## config.mk

```make
export PLATFORM = sky130hd
export DESIGN_NAME = alu_pipe_hs
export DESIGN_NICKNAME = d
export VERILOG_FILES = /design/src/rtl/alu_pipe_hs.sv
export SDC_FILE = /design/constraint.sdc
export NUM_CORES = 1
export LEC_CHECK = 0
export BUFFER_PORTS_ARGS = -buffer_cell sky130_fd_sc_hd__buf_2
export CAP_MARGIN = 10
export CELL_PAD_IN_SITES_DETAIL_PLACEMENT = 1
export CELL_PAD_IN_SITES_GLOBAL_PLACEMENT = 1
export CORE_ASPECT_RATIO = 1.2
export CORE_MARGIN = 1
export CORE_UTILIZATION = 44
export DETAILED_ROUTE_END_ITERATION = 10
export PLACE_DENSITY_LB_ADDON = 0.12
export SYNTH_ARGS = -nofsm -noshare
export SYNTH_HDL_FRONTEND = slang
export SYNTH_SLANG_ARGS = --single-unit
```

## constraint.sdc

```tcl
create_clock -name clk -period 2.6 [get_ports clk]
set_input_delay 0.13 -clock clk [delete_from_list [all_inputs] [get_ports clk]]
set_output_delay 0.13 -clock clk [all_outputs]
set_load 0.01 [all_outputs]
```

## src/rtl/alu_pipe_hs.sv

```systemverilog
// rtl/alu_pipe_hs.sv - two-stage valid/ready signed ALU with two opcode sets
//
// Purpose: accepts one operand beat per cycle into stage 1, computes the
// result at DATA_W+1 bits and registers it (narrowed to OUT_W) in stage 2.
// Latency accept -> out_valid is 2 cycles; back-pressure ripples through
// both stages so full throughput holds while out_ready stays high.
//
// Ports:
//   clk, rst_n           clock, asynchronous active-low reset
//   flush                synchronous clear of both stages
//   en                   input enable (gates in_ready only)
//   in_valid/in_ready    input handshake
//   a_en, b_en           mode: 10 set A, 01 set B1, 11 set B2, 00 idle
//   a_op, b_op           opcode for set A / sets B1,B2
//   A, B                 signed operands
//   out_valid/out_ready  output handshake
//   C, ovf, err          result, overflow flag, idle-beat flag
//   txn_cnt              delivered results, saturating
//
// Optional feature: define ALU_SAT_EN to clamp C on overflow instead of
// wrapping it.
module alu_pipe_hs #(
  parameter int DATA_W = 5,
  parameter int OUT_W  = DATA_W + 1,
  parameter int A_OP_W = 3,
  parameter int B_OP_W = 2,
  parameter int CNT_W  = 16
) (
  input  logic              clk,
  input  logic              rst_n,
  input  logic              flush,
  input  logic              en,
  input  logic              in_valid,
  output logic              in_ready,
  input  logic              a_en,
  input  logic              b_en,
  input  logic [A_OP_W-1:0] a_op,
  input  logic [B_OP_W-1:0] b_op,
  input  logic [DATA_W-1:0] A,
  input  logic [DATA_W-1:0] B,
  output logic              out_valid,
  input  logic              out_ready,
  output logic [OUT_W-1:0]  C,
  output logic              ovf,
  output logic              err,
  output logic [CNT_W-1:0]  txn_cnt
);

  localparam int W1 = DATA_W + 1;

  typedef enum logic [1:0] {
    MODE_IDLE = 2'b00,
    MODE_B1   = 2'b01,
    MODE_A    = 2'b10,
    MODE_B2   = 2'b11
  } mode_e;

  // Stage 1: raw beat
  logic              s1_valid_q;
  mode_e             s1_mode_q;
  logic [A_OP_W-1:0] s1_a_op_q;
  logic [B_OP_W-1:0] s1_b_op_q;
  logic [DATA_W-1:0] s1_a_q;
  logic [DATA_W-1:0] s1_b_q;

  // Stage 2: finished result
  logic              s2_valid_q;
  logic [OUT_W-1:0]  s2_c_q;
  logic              s2_ovf_q;
  logic              s2_err_q;
  logic [CNT_W-1:0]  txn_q;

  logic s1_adv, s2_adv, accept;

  assign s2_adv   = !s2_valid_q || out_ready;
  assign s1_adv   = !s1_valid_q || s2_adv;
  assign in_ready = en && s1_adv && !flush;
  assign accept   = in_valid && in_ready;

  // Arithmetic ops use sign-extended operands, logic ops zero-extended.
  logic [W1-1:0] sa, sb, za, zb, res_w1;
  logic          arith_d, err_d;

  always_comb begin
    sa      = {s1_a_q[DATA_W-1], s1_a_q};
    sb      = {s1_b_q[DATA_W-1], s1_b_q};
    za      = {1'b0, s1_a_q};
    zb      = {1'b0, s1_b_q};
    res_w1  = '0;
    arith_d = 1'b0;
    err_d   = 1'b0;
    // An X opcode matches no item and lands on the zero default.
    case (s1_mode_q)
      MODE_A: begin
        case (s1_a_op_q)
          A_OP_W'(0):             begin res_w1 = sa + sb; arith_d = 1'b1; end
          A_OP_W'(1):             begin res_w1 = sa - sb; arith_d = 1'b1; end
          A_OP_W'(2):             res_w1 = za ^ zb;
          A_OP_W'(3), A_OP_W'(4): res_w1 = za & zb;
          A_OP_W'(5):             res_w1 = za | zb;
          A_OP_W'(6):             res_w1 = ~(za ^ zb);
          default:                res_w1 = '0;
        endcase
      end
      MODE_B1: begin
        case (s1_b_op_q)
          B_OP_W'(0):             res_w1 = ~za | ~zb;
          B_OP_W'(1), B_OP_W'(2): begin res_w1 = sa + sb; arith_d = 1'b1; end
          default:                res_w1 = '0;
        endcase
      end
      MODE_B2: begin
        case (s1_b_op_q)
          B_OP_W'(0): res_w1 = za ^ zb;
          B_OP_W'(1): res_w1 = ~(za ^ zb);
          B_OP_W'(2): begin res_w1 = sa - W1'(1); arith_d = 1'b1; end
          B_OP_W'(3): begin res_w1 = sb + W1'(2); arith_d = 1'b1; end
          default:    res_w1 = '0;
        endcase
      end
      default: err_d = 1'b1;
    endcase
  end

  // The W1 value fits OUT_W iff every bit from the OUT_W sign bit upward
  // agrees; with OUT_W == W1 this slice is one bit, so ovf never fires.
  logic [W1-OUT_W:0] top_bits;
  logic              ovf_d;
  logic [OUT_W-1:0]  c_d;

  assign top_bits = res_w1[W1-1:OUT_W-1];
  assign ovf_d    = arith_d && !((&top_bits) || !(|top_bits));

  always_comb begin
    c_d = res_w1[OUT_W-1:0];
`ifdef ALU_SAT_EN
    if (ovf_d) begin
      c_d = res_w1[W1-1] ? {1'b1, {(OUT_W-1){1'b0}}} : {1'b0, {(OUT_W-1){1'b1}}};
    end
`endif
  end

  always_ff @(posedge clk or negedge rst_n) begin
    if (!rst_n) begin
      s1_valid_q <= 1'b0;
      s1_mode_q  <= MODE_IDLE;
      s1_a_op_q  <= '0;
      s1_b_op_q  <= '0;
      s1_a_q     <= '0;
      s1_b_q     <= '0;
      s2_valid_q <= 1'b0;
      s2_c_q     <= '0;
      s2_ovf_q   <= 1'b0;
      s2_err_q   <= 1'b0;
      txn_q      <= '0;
    end else begin
      if (flush) begin
        s1_valid_q <= 1'b0;
        s2_valid_q <= 1'b0;
      end else begin
        if (s1_adv) s1_valid_q <= accept;
        if (s2_adv) s2_valid_q <= s1_valid_q;
      end
      if (accept) begin
        s1_mode_q <= mode_e'({a_en, b_en});
        s1_a_op_q <= a_op;
        s1_b_op_q <= b_op;
        s1_a_q    <= A;
        s1_b_q    <= B;
      end
      // Result regs only move when a real beat advances, so a stalled
      // output stays stable.
      if (s2_adv && s1_valid_q && !flush) begin
        s2_c_q   <= c_d;
        s2_ovf_q <= ovf_d;
        s2_err_q <= err_d;
      end
      if (s2_valid_q && out_ready && !(&txn_q)) begin
        txn_q <= txn_q + CNT_W'(1);
      end
    end
  end

`ifndef SYNTHESIS
  always @(posedge clk) begin
    if (rst_n && accept) begin
      assert (!(({a_en, b_en} == 2'b10) && $isunknown(a_op)))
        else $error("alu_pipe_hs: unknown a_op on accepted beat");
      assert (!(b_en && $isunknown(b_op)))
        else $error("alu_pipe_hs: unknown b_op on accepted beat");
    end
  end
`endif

  assign out_valid = s2_valid_q;
  assign C         = s2_c_q;
  assign ovf       = s2_ovf_q;
  assign err       = s2_err_q;
  assign txn_cnt   = txn_q;

endmodule

```

==> impl_metrics.tcl, run 1 <==
set metrics [dict create \
    die-height_um 94.0 \
    stdcell_count 461 \
    antenna_left 0 \
    clock_sinks 42 \
    pre_cts_ws_ps 287 \
    hold_slack_ps -22.3 \
    hold_viol 17 \
    yosysWarnings 0 \
    p_per_area_nw_per_um2 750 \
    synth_edf_count 0 \
    slowest_stage "dfrtp_1" \
    drt_iter0_drc 127 \
    die_area_um2 7390 \
    power.leakage_nw 1.68 \
    fin_crit_sh 0.892 \
    start_util 0.455 \
    r2r-end "C[2]$_DFFE_PN0P_" \
    finalWirelength_mm 8.24 \
    fill_cells 811 \
    die_w_um 78.6 \
    cts_buffer_depth 2 \
    layout-drive-gt1-share 0.257 \
    antenna_found_initial 0 \
    cts_inserted_buffers 5 \
    rsz0062_at_grt "no" \
    placed_area_um2 3410 \
    max_cap_viol_count 0 \
    place_inst 452 \
    cts_root_buffer "clkbuf_8" \
    synth_cells 325 \
    gp_congestion 0.853 \
    fin_util 0.523 \
    setup_viol 0 \
    cp_num_buf_inv 2 \
    post_cts_resized 0 \
    path_max_fanout 6 \
    path_class "reg -> reg" \
    violations "design-rule violations, negative hold slack" \
    syn-num-nets 373 \
    yosysUniqueCellTypes 60 \
    synthArstFlopShare 1.00 \
    rr_worst_depth 7 \
    clock.fmax_ghz 0.431 \
    outcome "complete, but fails checks" \
    grt_pass1_vias 2703 \
    ys.flop_type "dfrtp_1" \
    maxSlewViolCount 0 \
    fin_total_pwr_mw 2.67 \
    grt_max_degree 43 \
    peakVddDrop_v 0.000387 \
    track_usage 0.236 \
    multi_input_area_um2 1850 \
    cp-start-kind "flop" \
    worstMarginPinSlew_ps 974 \
    slew_headroom 0.351 \
    h-tree-depth 2 \
    grt_overflow 0 \
    rrSetupSlack_ps 280 \
    setup_ws_ps 280 \
    grt_pass1_wl_mm 13.4 \
    clock_latency_ps 300 \
    cp_data_arrival_time_ps 2510 \
    wire_per_inst_um 17.9 \
    skew_ps 7.07 \
    postCtsSetupBuffers 0 \
    synth_seq_area_share 0.339 \
    hp-class "in -> async" \
    num_rows 33 \
    viasPerCell 5.69 \
    crit_required_ps 2790 \
    cp_top_family "compound AO/OA/AOI/OAI gates" \
    synth_area_per_cell_um2 9.54 \
    remaining_drc_errors 2 \
    core-area_um2 6810 \
    fin_crit_ps 2320 \
    drtPass1Iterations 7 \
    io_buffers 47 \
    ys_ff_latch 42 \
    cp-end-kind "flop" \
    clkSlewWorstSetupHoldPaths_ps 90 \
    fin_area_um2 3560 \
    timing.rr.start "s1_a_q[2]$_DFFE_PN0P_" \
    diodes 0 \
    final_nets 421 \
    regArea_um2 1050 \
    cts_tree "yes" \
    dpl.hpwl_mm 6.32 \
    area_growth_pct 14.8 \
    vias 2625 \
    slowest_delay_ps 470 \
    netlist_area_um2 3100 \
    ios 49 \
    path_cells "inv_1 > ha_1 > inv_2 > a222oi_1 > mux2i_1 > a32o_1 > a221o_1" \
    setup_tns_ps 0 \
]
## cell families after synthesis
group	after synthesis	synth area share
muxes	25	0.0887
AOI/OAI and AO/OA	74	0.182
other	1	0.00121
xor gates and xnor gates	23	0.0649
DFF	42	0.339
adders and majority gates	25	0.106
buffers and inverters	43	0.0645
and+or+nand+nor	92	0.154
## timing repair
action                                  in CTS  in global routing
hold buffers                                 1                  0
endpoints found under the setup margin       0                  0
hold endpoints to repair                     1                  0
## cells in the mapped netlist, types with 3 or more instances
cell type / n / area share
nor3_1: 3 / 0.0048
a31oi_1: 5 / 0.010
buf_2: 7 / 0.011
a211oi_1: 5 / 0.012
nor4_1: 4 / 0.0081
a22oi_1: 4 / 0.0097
nand4_1: 4 / 0.0081
mux2i_1: 5 / 0.016
o21ai_0: 11 / 0.018
o211ai_1: 3 / 0.0073
a221o_1: 4 / 0.013
nor2_1: 19 / 0.023
o22ai_1: 4 / 0.0081
mux2_2: 20 / 0.073
nand2_1: 26 / 0.031
dfrtp_1: 42 / 0.34
a21oi_1: 12 / 0.019
nand3_1: 10 / 0.016
a222oi_1: 3 / 0.0097
buf_6: 3 / 0.011
xor2_1: 7 / 0.020
ha_1: 23 / 0.093
xnor2_1: 16 / 0.045
nand2b_1: 9 / 0.018
clkbuf_1: 4 / 0.0048
inv_1: 26 / 0.031
## routing by layer
metal	part of all wire	GRT usage	vias up
met1	0.41	0.261	1305
li1	-	-	1249
met3	0.030	0.0369	19
met4	0.039	0.116	0
met5	0	0	-
met2	0.53	0.432	52
## worst max path at each step
stage,start,to,slack (ps),cells past startpoint
6_report,s1_a_q[2]$_DFFE_PN0P_,C[2]$_DFFE_PN0P_,280,7
5_1_grt,s1_a_q[2]$_DFFE_PN0P_,C[5]$_DFFE_PN0P_,120,8
4_1_cts,s1_a_q[2]$_DFFE_PN0P_,C[2]$_DFFE_PN0P_,270,7
3_5_place_dp,s1_a_q[2]$_DFFE_PN0P_,C[2]$_DFFE_PN0P_,290,7
3_3_place_gp,s1_a_q[2]$_DFFE_PN0P_,C[2]$_DFFE_PN0P_,350,7
2_1_floorplan,s1_a_q[0]$_DFFE_PN0P_,C[4]$_DFFE_PN0P_,520,8
## sequential cells by signal, summed over array words and instances, names as in the netlist
name / flops
s1_mode_q: 2
out_valid: 1
txn_cnt: 16
s1_a_op_q: 3
s1_a_q: 5
s1_b_q: 5
err: 1
C: 6
s1_b_op_q: 2
s1_valid_q: 1
## layout make-up
type | instances | area share
Sequential cell | 42 | 0.295
Tap cell | 87 | 0.0306
Clock buffer | 5 | 0.0193
Timing Repair Buffer | 57 | 0.0878
Multi-Input combinational cell | 240 | 0.519
Inverter | 27 | 0.0285
Clock inverter | 3 | 0.0193
## report_power, final
part	switching, mW	internal, mW	leakage, nW	total (mW)
clock	0.252	0.385	0.0683	0.637
sequential	0.140	0.756	0.540	0.896
combinational	0.634	0.505	1.07	1.14
## placed cells by master, fill, tap and decap left out, types with 3 or more instances in the layout
master,instances
buf_2,47
dfrtp_1,42
inv_1,26
nand2_1,26
ha_1,23
mux2_2,20
nor2_1,19
xnor2_1,16
a21oi_1,12
o21ai_0,11
nand3_1,10
nand2b_1,9
buf_4,9
xor2_1,7
a211oi_1,5
a31oi_1,5
mux2i_1,5
clkbuf_8,5
nor4_1,4
a221o_1,4
nand4_1,4
o22ai_1,4
a22oi_1,4
nor3_1,3
o211ai_1,3
a222oi_1,3
Power figures use the tool's default switching activity.
==> run 2: changes to the inputs <==
SETUP_SLACK_MARGIN = 0.4   (was not set)
==> run 2 against run 1 <==
Net effect:
- the run still ends with design-rule violations, negative hold slack left
- sequential power barely moved
- setup slack better by 170 ps
- maximum frequency up 7.8%
- combinational power is 9.6% higher
- register-to-register slack better by 170 ps
- cell area up 3.9%
- die area unchanged
- first-iteration DRC count down 25%
- clock power hardly changed
- utilization increased by 2.0 points
- non-clock buffer count increased by 7
- sequential cell count unchanged
- critical endpoint is now C[0]$_DFFE_PN0P_
- largest power group unchanged
- highest routed layer unchanged
==> impl_metrics.tcl, run 2 (synthesis gave the netlist of run 1 again) <==
set metrics [dict create \
    grt_pass1_vias 2802 \
    hold_viol 18 \
    die-height_um 94.0 \
    violations "design-rule violations, negative hold slack" \
    dpl.hpwl_mm 6.32 \
    gp_congestion 0.853 \
    vias 2680 \
    layout.cells.most_common "buf_2" \
    hp-class "in -> async" \
    multi_input_area_um2 1930 \
    clock.fmax_ghz 0.465 \
    viasPerCell 5.73 \
    clkSlewWorstSetupHoldPaths_ps 100 \
    setup_ws_ps 448 \
    path_max_fanout 5 \
    fin_util 0.543 \
    hold_slack_ps -17.5 \
    diodes 0 \
    remaining_drc_errors 2 \
    fin_crit_ps 2150 \
    fin_area_um2 3700 \
    drtPass1Iterations 7 \
    antenna_left 0 \
    timing.rr.start "s1_a_q[0]$_DFFE_PN0P_" \
    placed_area_um2 3410 \
    grt_max_degree 43 \
    slew_headroom 0.345 \
    fin_crit_sh 0.828 \
    path_class "reg -> reg" \
    final_nets 428 \
    rsz0062_at_grt "yes" \
    wire_per_inst_um 18.2 \
    cts_tree "yes" \
    largest_reg_flops 16 \
    cp_data_arrival_time_ps 2340 \
    start_util 0.455 \
    rr_worst_depth 8 \
    pre_cts_ws_ps 287 \
    place_inst 452 \
    layout-drive-gt1-share 0.320 \
    clock_sinks 42 \
    power.leakage_nw 1.71 \
    crit_required_ps 2790 \
    maxSlewViolCount 0 \
    ios 49 \
    outcome "complete, but fails checks" \
    grt_overflow 0 \
    grt_pass1_wl_mm 13.7 \
    track_usage 0.241 \
    h-tree-depth 2 \
    stdcell_count 468 \
    max_cap_viol_count 0 \
    skew_ps 10.2 \
    cp-start-kind "flop" \
    drt_iter0_drc 95 \
    finalWirelength_mm 8.51 \
    regArea_um2 1060 \
    die_w_um 78.6 \
    cts_buffer_depth 2 \
    num_rows 33 \
    core-area_um2 6810 \
    r2r-end "C[0]$_DFFE_PN0P_" \
    clock_latency_ps 300 \
    layout_common_cells "47 x buf_2, 36 x dfrtp_1, 26 x nand2_1, 24 x inv_1, 20 x mux2_2" \
    die_area_um2 7390 \
    setup_tns_ps 0 \
    antenna_found_initial 0 \
    p_per_area_nw_per_um2 753 \
    io_buffers 47 \
    cts_root_buffer "clkbuf_8" \
    rrSetupSlack_ps 450 \
    area_growth_pct 19.3 \
    cts_inserted_buffers 5 \
    setup_viol 0 \
    cp-end-kind "flop" \
    fin_total_pwr_mw 2.79 \
    peakVddDrop_v 0.000394 \
    fill_cells 792 \
    worstMarginPinSlew_ps 982 \
]
-- run 2: cell count changes in the layout (fill, tap and decap cells not counted), sizes merged --
cell,before,now
buf,56,63
-- run 2: worst max-delay path, stage by stage (launching register included) --
cell and delay (ps):
dfrtp_2 430, inv_2 80, ha_1 370, inv_1 130, nor2_1 60, o31a_1 290, o21ai_0 200, o221ai_1 230
a22o_1 250
-- run 2: layout make-up --
cell class | instances | share of cell area
multi-input combinational | 240 | 0.521
sequential | 42 | 0.286
clock inverter | 3 | 0.0186
inverter | 27 | 0.0274
clock buffer | 5 | 0.0186
tap | 87 | 0.0294
timing repair buffer | 64 | 0.0987
-- run 2: power breakdown --
part,switching (mW),total [mW],internal (mW)
Combinational,0.682,1.25,0.567
Sequential,0.136,0.896,0.760
Clock,0.255,0.640,0.385
-- run 2: metal layers --
layer / share of wire / up-vias / track usage / wire length, µm
met1: 0.40 / 1338 / 0.266 / 3430
met4: 0.040 / 0 / 0.123 / 340
met3: 0.033 / 22 / 0.0388 / 282
met2: 0.52 / 57 / 0.440 / 4470
li1: - / 1263 / - / -
met5: 0 / - / 0 / 0
-- run 2: repair_timing --
action                                  4_1_cts  5_1_grt
endpoints found under the hold margin         1        0
hold buffers                                  1        0
gates cloned                                  0        0
setup buffers                                 4        3
pin swaps                                     1        6
gates resized for setup                       7       16
endpoints found under the setup margin        4        6
-- run 2: worst max-delay path by stage --
stage	start	endpoint	slack, ps
floorplan	s1_a_q[0]$_DFFE_PN0P_	C[4]$_DFFE_PN0P_	520
global placement	s1_a_q[2]$_DFFE_PN0P_	C[2]$_DFFE_PN0P_	350
detailed placement	s1_a_q[2]$_DFFE_PN0P_	C[2]$_DFFE_PN0P_	290
CTS	s1_a_q[2]$_DFFE_PN0P_	C[2]$_DFFE_PN0P_	380
global route	s1_a_q[0]$_DFFE_PN0P_	C[4]$_DFFE_PN0P_	360
finish	s1_a_q[0]$_DFFE_PN0P_	C[0]$_DFFE_PN0P_	450
==> run 3: changes to the inputs <==
CORE_UTILIZATION = 40   (was 44)
clock period = 1.82 ns   (was 2.6 ns; I/O delays follow)
==> run 3 against run 2 <==
Net effect:
- the run ends with negative hold slack, negative setup slack left
- first-iteration DRC count grew 95%
- sequential power grew 44%
- cell count grew 19%
- routed wire length grew 63%
- maximum frequency shrank 3.6%
- worst hold slack gained 12 ps
- cell area grew 27%
- die area grew 9.8%
- critical path type unchanged
==> impl_metrics.tcl, run 3 (synthesis gave the netlist of run 1 again) <==
set metrics [dict create \
    drtPass1Iterations 5 \
    hold_viol 4 \
    diodes 0 \
    die-height_um 98.5 \
    num_rows 34 \
    place_inst 510 \
    clock.fmax_ghz 0.448 \
    r2r-end "C[4]$_DFFE_PN0P_" \
    vias 3281 \
    cp_data_arrival_time_ps 2440 \
    p_per_area_nw_per_um2 1030 \
    drt_iter0_drc 185 \
    clkSlewWorstSetupHoldPaths_ps 100 \
    fin_crit_ps 2230 \
    min_delay_path_depth 2 \
    timing.rr.start "s1_b_q[2]$_DFFE_PN0P_" \
    grt_pass1_vias 3496 \
    crit_required_ps 2020 \
    power.leakage_nw 2.30 \
    stdcell_count 556 \
    fill_cells 792 \
    hold_slack_ps -5.95 \
    area_growth_pct 51.4 \
    final_nets 513 \
    io_buffers 47 \
    hp-class "in -> reg" \
    fin_util 0.638 \
    finalWirelength_mm 13.9 \
    rsz0062_at_grt "yes" \
    cts_buffer_depth 2 \
    outcome "complete, but fails checks" \
    violations "negative hold slack, negative setup slack" \
    cp-start-kind "flop" \
    peakVddDrop_v 0.000811 \
    wire_per_inst_um 25.0 \
    grt_pass1_wl_mm 18.7 \
    hold_end "s1_a_op_q[1]$_DFFE_PN0P_" \
    dpl.hpwl_mm 7.33 \
    path_max_fanout 5 \
    hp-start "a_op[1]" \
    max_cap_viol_count 0 \
    fin_crit_sh 1.23 \
    gp_congestion 0.894 \
    setup_ws_ps -412 \
    cp-end-kind "flop" \
    skew_ps 3.54 \
    setup_viol 6 \
    maxSlewViolCount 0 \
    slew_headroom 0.590 \
    layout.cells.most_common "buf_4" \
    remaining_drc_errors 0 \
    antenna_found_initial 0 \
    h-tree-depth 2 \
    cts_root_buffer "clkbuf_8" \
    path_class "reg -> reg" \
    start_util 0.421 \
    core-area_um2 7360 \
    grt_max_degree 43 \
    rrSetupSlack_ps -410 \
    viasPerCell 5.90 \
    cts_inserted_buffers 5 \
    layout-drive-gt1-share 0.534 \
    die_area_um2 8110 \
    die_w_um 82.4 \
    rr_worst_depth 10 \
    clock_sinks 42 \
    ios 49 \
    layout_common_cells "88 x buf_4, 47 x buf_2, 35 x dfrtp_1, 19 x inv_1, 18 x nand2_1" \
    worstMarginPinSlew_ps 615 \
    grt_overflow 0 \
    clock_latency_ps 320 \
    track_usage 0.312 \
    antenna_left 0 \
    cts_tree "yes" \
    largest_reg_flops 16 \
]
## run 3: changes by cell type in the layout (fill, tap and decap cells not counted), sizes merged
cell / before / now
buf: 63 / 147
clkinvlp: 0 / 1
inv: 27 / 28
clkinv: 1 / 0
clkbuf: 5 / 6
bufinv: 2 / 0
dlygate4sd3: 1 / 2
## run 3: area by class of cell
type                    count  area, µm²  share of cell area
clock buffers               6       82.6              0.0176
repair buffers            149       1050               0.224
well taps                  90        113              0.0240
flip-flops and latches     42       1060               0.226
clock inverters             2       16.3             0.00346
inverters                  27        106              0.0226
multi-input cells         240       2270               0.483
## run 3: metrics by stage
stage                     TNS [ps]  setup slack (ps)  cell area (µm²)  hold slack [ps]  power (mW)
final                        -1730              -412             4700            -5.95        4.82
after global routing         -2120              -505             4700            -6.38        5.01
after CTS                    -1070              -267             4470             4.00        4.44
after detailed placement     -1360              -300             3970              212        3.43
after global placement       -1030              -234             3970              210        3.35
after floorplan               -416              -148             3250             -205        2.50
## run 3: what timing repair did
item	4_1_cts	5_1_grt
setup endpoints to repair	22	38
buffers inserted	27	9
resized for setup	45	35
hold endpoints to repair	43	0
hold buffers	2	0
pin swaps	40	17
## run 3: worst max path at each step
| stage | startpoint | endpoint | slack (ps) | cells past startpoint |
|---|---|---|---|---|
| 6_report | s1_b_q[2]$_DFFE_PN0P_ | C[4]$_DFFE_PN0P_ | -410 | 10 |
| 5_1_grt | s1_b_q[2]$_DFFE_PN0P_ | C[4]$_DFFE_PN0P_ | -500 | 10 |
| 4_1_cts | s1_a_q[0]$_DFFE_PN0P_ | C[4]$_DFFE_PN0P_ | -270 | 8 |
| 3_5_place_dp | s1_b_q[0]$_DFFE_PN0P_ | C[4]$_DFFE_PN0P_ | -300 | 8 |
| 3_3_place_gp | s1_b_q[1]$_DFFE_PN0P_ | C[3]$_DFFE_PN0P_ | -230 | 9 |
| 2_1_floorplan | s1_b_q[0]$_DFFE_PN0P_ | C[4]$_DFFE_PN0P_ | -150 | 8 |
## run 3: power by group
| group | switching, mW | internal (mW) | total (mW) |
|---|---|---|---|
| registers | 0.202 | 1.08 | 1.29 |
| logic | 1.42 | 1.37 | 2.80 |
| clock network | 0.421 | 0.314 | 0.735 |
## run 3: metal layers
metal	vias to the layer above	wire length [µm]	track usage
met1	1666	5310	0.362
met4	0	611	0.131
li1	1440	-	-
met5	-	0	0
met2	133	7270	0.560
met3	42	678	0.0417
## run 3: critical path: stages (launching register included)
cell	delay, ps
dfrtp_1	430
inv_1	160
ha_4	240
buf_4	160
a21o_1	200
a21oi_2	170
buf_4	140
nor4_1	50
a211oi_1	220
and3b_1	230
a31oi_1	100
